==> src/rtl/color_pkg.sv <==
// Shared types for the RGB565 pixel serializer: input formats, the expanded
// pixel word and the byte-serializer states.
package color_pkg;

   typedef enum logic [1:0] {
      MODE_RGB332 = 2'd0,
      MODE_GRAY8  = 2'd1,
      MODE_RGB565 = 2'd2,
      MODE_RSVD   = 2'd3
   } pix_mode_t;

   typedef struct packed {
      logic [4:0] r;
      logic [5:0] g;
      logic [4:0] b;
   } rgb565_t;

   typedef enum logic [1:0] {
      S_IDLE = 2'd0,
      S_B0   = 2'd1,
      S_B1   = 2'd2
   } ser_state_t;

endpackage

==> src/rtl/color_expand.sv <==
// Combinational colour expansion of RGB332 / GRAY8 / RGB565 input to RGB565.
// Narrow channels are widened by replicating their MSBs so full scale stays full scale.
module color_expand
   import color_pkg::*;
(
   input  pix_mode_t   i_mode,
   input  logic [15:0] i_pix,
   output rgb565_t     o_rgb
);

   logic [7:0] w_p8;
   assign w_p8 = i_pix[7:0];

   always_comb begin
      o_rgb = rgb565_t'(i_pix);
      case (i_mode)
         MODE_RGB332: begin
            o_rgb.r = {w_p8[7:5], w_p8[7:6]};
            o_rgb.g = {w_p8[4:2], w_p8[4:2]};
            o_rgb.b = {w_p8[1:0], w_p8[1:0], w_p8[1]};
         end
         MODE_GRAY8: begin
            o_rgb.r = w_p8[7:3];
            o_rgb.g = w_p8[7:2];
            o_rgb.b = w_p8[7:3];
         end
         default: o_rgb = rgb565_t'(i_pix);
      endcase
   end

endmodule

==> src/rtl/pixel_stream_rgb565.sv <==
// Pixel-to-byte serializer for the TFT SPI path: converts one pixel per handshake
// to RGB565, emits it as two bytes and counts pixels per frame.
module pixel_stream_rgb565
   import color_pkg::*;
#(
   parameter int FRAME_PIXELS = 20480,
   parameter bit SWAP_BYTES   = 1'b0,
   parameter int CNT_W        = $clog2(FRAME_PIXELS)
)(
   input  logic             i_clk,
   input  logic             i_rst_n,
   input  logic [1:0]       i_mode,
   input  logic [15:0]      i_pix_in,
   input  logic             i_in_valid,
   output logic             o_in_ready,
   output logic [7:0]       o_out_data,
   output logic             o_out_valid,
   input  logic             i_out_ready,
   output logic             o_frame_done,
   output logic [CNT_W-1:0] o_pix_count
);

   // state  | meaning
   // S_IDLE | no pixel held, ready for input
   // S_B0   | presenting first byte of held pixel
   // S_B1   | presenting second byte; may accept next pixel on consume

   ser_state_t       r_state;
   ser_state_t       w_state_nxt;
   rgb565_t          r_word;
   rgb565_t          w_rgb;
   logic [CNT_W-1:0] r_pix_count;
   logic             r_frame_done;

   logic             w_in_ready;
   logic             w_out_valid;
   logic             w_load;
   logic             w_b1_done;
   logic             w_last_pix;
   logic [15:0]      w_word;
   logic [7:0]       w_first;
   logic [7:0]       w_second;

   color_expand u_color_expand (
      .i_mode (pix_mode_t'(i_mode)),
      .i_pix  (i_pix_in),
      .o_rgb  (w_rgb)
   );

   always_comb begin
      w_state_nxt = r_state;
      w_in_ready  = 1'b0;
      w_out_valid = 1'b0;
      w_load      = 1'b0;
      w_b1_done   = 1'b0;
      case (r_state)
         S_IDLE: begin
            w_in_ready = 1'b1;
            if (i_in_valid) begin
               w_load      = 1'b1;
               w_state_nxt = S_B0;
            end
         end
         S_B0: begin
            w_out_valid = 1'b1;
            if (i_out_ready) w_state_nxt = S_B1;
         end
         S_B1: begin
            w_out_valid = 1'b1;
            w_in_ready  = i_out_ready;
            if (i_out_ready) begin
               w_b1_done = 1'b1;
               if (i_in_valid) begin
                  w_load      = 1'b1;
                  w_state_nxt = S_B0;
               end else begin
                  w_state_nxt = S_IDLE;
               end
            end
         end
         default: w_state_nxt = S_IDLE;
      endcase
   end

   assign w_last_pix = (r_pix_count == CNT_W'(FRAME_PIXELS - 1));

   always_ff @(posedge i_clk) begin
      if (!i_rst_n) begin
         r_state      <= S_IDLE;
         r_word       <= '0;
         r_pix_count  <= '0;
         r_frame_done <= 1'b0;
      end else begin
         r_state      <= w_state_nxt;
         r_frame_done <= w_b1_done && w_last_pix;
         if (w_load) r_word <= w_rgb;
         if (w_b1_done) begin
            if (w_last_pix) r_pix_count <= '0;
            else            r_pix_count <= r_pix_count + 1'b1;
         end
      end
   end

   assign w_word   = r_word;
   assign w_first  = SWAP_BYTES ? w_word[7:0]  : w_word[15:8];
   assign w_second = SWAP_BYTES ? w_word[15:8] : w_word[7:0];

   // Ready is withheld while reset is asserted so nothing is taken mid-reset.
   assign o_in_ready   = w_in_ready && i_rst_n;
   assign o_out_valid  = w_out_valid;
   assign o_out_data   = (r_state == S_B0) ? w_first :
                         (r_state == S_B1) ? w_second : 8'h00;
   assign o_frame_done = r_frame_done;
   assign o_pix_count  = r_pix_count;

endmodule

==> config.mk <==
export PLATFORM = sky130hd
export DESIGN_NAME = pixel_stream_rgb565
export DESIGN_NICKNAME = d
export VERILOG_FILES = /design/src/rtl/color_pkg.sv /design/src/rtl/color_expand.sv /design/src/rtl/pixel_stream_rgb565.sv
export SDC_FILE = /design/constraint.sdc
export NUM_CORES = 1
export LEC_CHECK = 0
export CORE_UTILIZATION = 60
export DETAILED_ROUTE_END_ITERATION = 12
export DONT_BUFFER_PORTS = 1
export GPL_TIMING_DRIVEN = 0
export PLACE_DENSITY = 0.74
export SYNTH_ARGS = -nofsm -noshare
export SYNTH_HDL_FRONTEND = slang
export SYNTH_SLANG_ARGS = --single-unit
==> constraint.sdc <==
create_clock -name i_clk -period 3.29 [get_ports i_clk]
set_input_delay 0.4935 -clock i_clk [delete_from_list [all_inputs] [get_ports i_clk]]
set_output_delay 0.4935 -clock i_clk [all_outputs]
set_load 0.03 [all_outputs]
Yosys cells after proc, flatten, opt, wreduce, memory -nomap -nowiden
Index checks and enable logic that the tools add are counted.

Register bits after elaboration: 34. Input port bits: 22. Output and inout port bits: 26. Logic and storage cells: 36.

Add/subtract/negate cells: 1. Equal/unequal tests: 7. Muxes and demuxes: 16. Reduce and logical (&&, ||, !) cells: 6.

Operators with widths (number): case mux 16 bit (2 select lines) (1); two-way mux 8 bit (2); adder 15 x 1 -> 15 bit (second input constant) (1); == test 15 bit (second input constant) (1); two-way mux 15 bit (1); two-way mux 1 bit (6); two-way mux 2 bit (3); inequality test 2 bit (second input constant) (3); case mux 2 bit (3 select lines) (1); == test 2 x 1 -> 1 bit (second input constant) (2); zero test 2 bit (2); case mux 1 bit (2 select lines) (2); AND reduction 3 bit (1); == test 2 bit (second input constant) (1); logical AND 1 bit (2); OR reduction 2 bit (1).

Logic depth before layout (Yosys ltp)
Depth after elaboration: 3. Mapped depth: 9. Depth with buffers taken out: 6.

Modules after synthesis
A second synthesis with hierarchy kept.

Cell total of the unflattened synthesis: 240. Area, all modules: 1913.1 µm².

Modules (own cells, without submodules): pixel_stream_rgb565 (instances 1, cells an instance 200, area each 1619.1 µm², seq. area each 680.7 µm²); color_expand (instances 1, cells an instance 40, area each 294.0 µm², seq. area each 0.0 µm²).

Worst setup path after synthesis
Ideal clock, no wire load.

Path type: register -> output. Start: register r_state[0]. End: output port o_out_data[0]. Arrival: 1685 ps. Data required time: 2796 ps. Slack: 1111 ps. Stages on the path, launching flop included: 6. Path buffers: 1. Cell sequence: dfxtp_1 inv_1 ha_1 clkbuf_1 nand2_1 o21ai_0.

Word-level cells in the longest chain between the ends: 3.

Ends and longest elaborated chain: start, declared (line pixel_stream_rgb565.sv:28) `ser_state_t r_state;`; start signal, assigned (line pixel_stream_rgb565.sv:94) `r_state <= w_state_nxt;`; == test 2 bit (line pixel_stream_rgb565.sv:112) `(r_state == S_B1) ? w_second : 8'h00;`; two-way mux 8 bit (line pixel_stream_rgb565.sv:112); two-way mux 8 bit * (line pixel_stream_rgb565.sv:111) `assign o_out_data = (r_state == S_B0) ? w_first :`; end, declared (line pixel_stream_rgb565.sv:16) `output logic [7:0] o_out_data,`.

Every way passes the cells marked *; elsewhere a longest branch is shown, timed or not.

Final worst setup path
Start: register r_state[0]. End: output port o_out_data[3].

Same word-level chain as after synthesis.

==> impl_metrics.toml <==
[clock_network]
root_buffer = "clkbuf_4"
cts_tree = "yes"
cts_inserted_buffers = 5
clk_pin_slew_ps = 100
htreeDepth = 2
cts_resized = 0
ctsHoldBuffers = 0
cts_sinks = 34
cts_buffer_depth = 2
post_cts_buffers = 0
clkLatencyLatePin_ps = 340

[layout]
multi_input_area_um2 = 1140
drive_gt1_share_pct = 7.73
layout.cells.non_filler = 277
layout.nets = 259
final_cell_mix = "nand2_1 (37), dfxtp_1 (34), mux2i_1 (28)"
regArea_um2 = 681
final_common_cell = "nand2_1"
diodes = 0
fillers = 278
utilization_pct = 67.4
fin_area_um2 = 2040
syn2layout_area_growth_pct = 7.02

[routing]
drc = 0
first_pass_iters = 4
vias_per_cell = 5.63
drtAntennaViolNets = 0
via_count = 1560
routedWlPerCell_um = 14.1
finalWirelength_mm = 3.90
drtIter0Drc = 83

[grt]
antenna_found_initial = 0
grt_max_degree = 11
busiest_layer = "met2"
grt_pass1_wl_mm = 6.51
grt_usage_pct = 25.2
use_met3_pct = 9.45
met1_usage_pct = 27.4
grt_use_met2_pct = 44.2
gr-total-overflow = 0
grt_pass1_vias = 1507

[min_path]
hp-start = "i_out_ready"
hold_path_class = "primary input to register"
hold_path_depth = 2
holdPathEnd = "o_pix_count[1]"

[pwr]
powerDensity_nw_per_um2 = 572
clockPowerShare_pct = 24.2
p_switching_uw = 418
switching_share_pct = 35.8
peakVddDrop_v = 0.000321
pwr-share-seq_pct = 42.7
combPwrFrac_pct = 33.1
power.internal_uw = 749
leakagePower_nw = 0.826

[logic_synthesis]
syn_nets = 252
yosys_register_bits = 34
yosys_warnings = 0
synth_edf_count = 0
syn_inst = 225
ys.flop_type = "dfxtp_1"
ys_async_sr_fraction_pct = 0
synth_area_per_cell_um2 = 8.47
synth.distinct_cells = 31
synth_area_um2 = 1910
yosysSeqAreaShare_pct = 35.7

[setup_path]
max_stage_delay_ps = 770
crit_type = "register to primary output"
critical_path.slowest_cell = "o21ai_0"
reg2reg_from = "o_pix_count[0]"
end_kind = "primary output"
arrival_ps = 2370
reg2reg_slack_ps = 1290
start_kind = "register"
crit_start = "r_state[0]"
worstReg2RegEnd = "o_pix_count[9]"
worstPathMaxFanout = 10
crit_required_ps = 2800
worstPathCellList = "inv_1, ha_1, clkbuf_1, nand2_1, o21ai_0"
reg2regPathDepth = 6

[placed_design]
pre_cts_ws_ps = 778
io_buffers = 0
dp_cells = 269
place_area_um2 = 1960
place.gp.congestion = 0.839
dpl.hpwl_mm = 2.96

[sta]
setup_slack_ps = 428
hold_violations = 0
slew_headroom_pct = 34.1
fin_crit_ps = 2860
max_freq_mhz = 349
drv_slew = 0
worst_slew_pin_slew_ps = 978
fin_worst_skew_ps = 8.30
setup_viol = 0
final.period_utilization_pct = 87.0
fin_setup_tns_ps = 0
rsz0062_at_grt = "no"

[floorplanning]
chipHeight_um = 58.4
rows = 20
core_um2 = 3030
die_x_um = 58.4
die-area_um2 = 3410
io_pins = 48
initial_core_util_pct = 63.0

[status]
status = "completed"

[run]
cap_violations = 0
[power by group through the flow]
stage | Sequential (mW) | Combinational, mW | Clock (mW)
global route | 0.504 | 0.425 | 0.308
global placement | 0.503 | 0.373 | 0
floorplan | 0.499 | 0.325 | 0
detailed placement | 0.507 | 0.388 | 0
CTS | 0.498 | 0.389 | 0.289
finish | 0.498 | 0.387 | 0.282
[synthesized netlist by cell type, types with 2 or more instances]
master    number  area share, %
nor2b_1       14            4.6
xor2_1         5            2.3
o211ai_1       2           0.79
a21oi_1        2           0.52
clkbuf_1       9            1.8
o21ai_0       18            4.7
dfxtp_1       34             36
nand3_1        6            1.6
nor4_1         4            1.3
nand4_1        3           0.98
xnor2_1        8            3.7
ha_1           5            3.3
mux2i_1       28             15
o211a_1        6            3.1
inv_1          6            1.2
buf_2          3           0.79
nor2_1        17            3.3
nand2_1       37            7.3
and2_1         4            1.3
nor3_1         3           0.79
[kinds of logic after synthesis]
family | count (synthesis) | share of synthesized area, %
buffers and inverters | 20 | 4.72
adder cells (fa/ha/maj) | 5 | 3.28
XOR/XNOR | 13 | 5.97
AO/OA/AOI/OAI | 31 | 11.0
multiplexers | 28 | 14.7
AND/OR/NAND/NOR | 94 | 24.6
flip-flops | 34 | 35.7
[sequential cells by signal (all words and copies together) (netlist names)]
| register | cells |
|---|---|
| o_frame_done | 1 |
| o_pix_count | 15 |
| r_state | 2 |
| r_word | 16 |
[layer usage]
metal | routed length (um) | share of wire (%)
met5 | 0 | 0
met4 | 70 | 1.8
met3 | 311 | 8.0
met2 | 1850 | 47
met1 | 1670 | 43
[critical path: cells and delay by family (launching register included)]
kind	cells	cell delay [ps]
compound gates	1	770
flops	1	350
fa+ha+maj	1	290
simple gates	1	100
buf+inv	2	520
[final cells by class]
class	count	share of cell area (%)
buffer	14	3.31
multi-input combinational	171	55.7
inverter	6	1.10
tap	44	2.70
clock buffer	8	3.86
sequential	34	33.4
[worst max path at each step]
stage	to	depth (start not counted)	slack [ps]
after floorplan	o_out_data[0]	5	1110
after global placement	o_out_data[4]	5	830
after detailed placement	o_out_data[3]	5	780
after CTS	o_out_data[3]	5	400
after global routing	o_out_data[5]	5	250
final	o_out_data[3]	5	430
[stage by stage]
step	hold slack, ps	total power [mW]
2_1_floorplan	472	0.823
3_3_place_gp	482	0.876
3_5_place_dp	488	0.895
4_1_cts	304	1.18
5_1_grt	302	1.24
6_report	314	1.17
No activity file was read; power rests on OpenSTA's default activity.
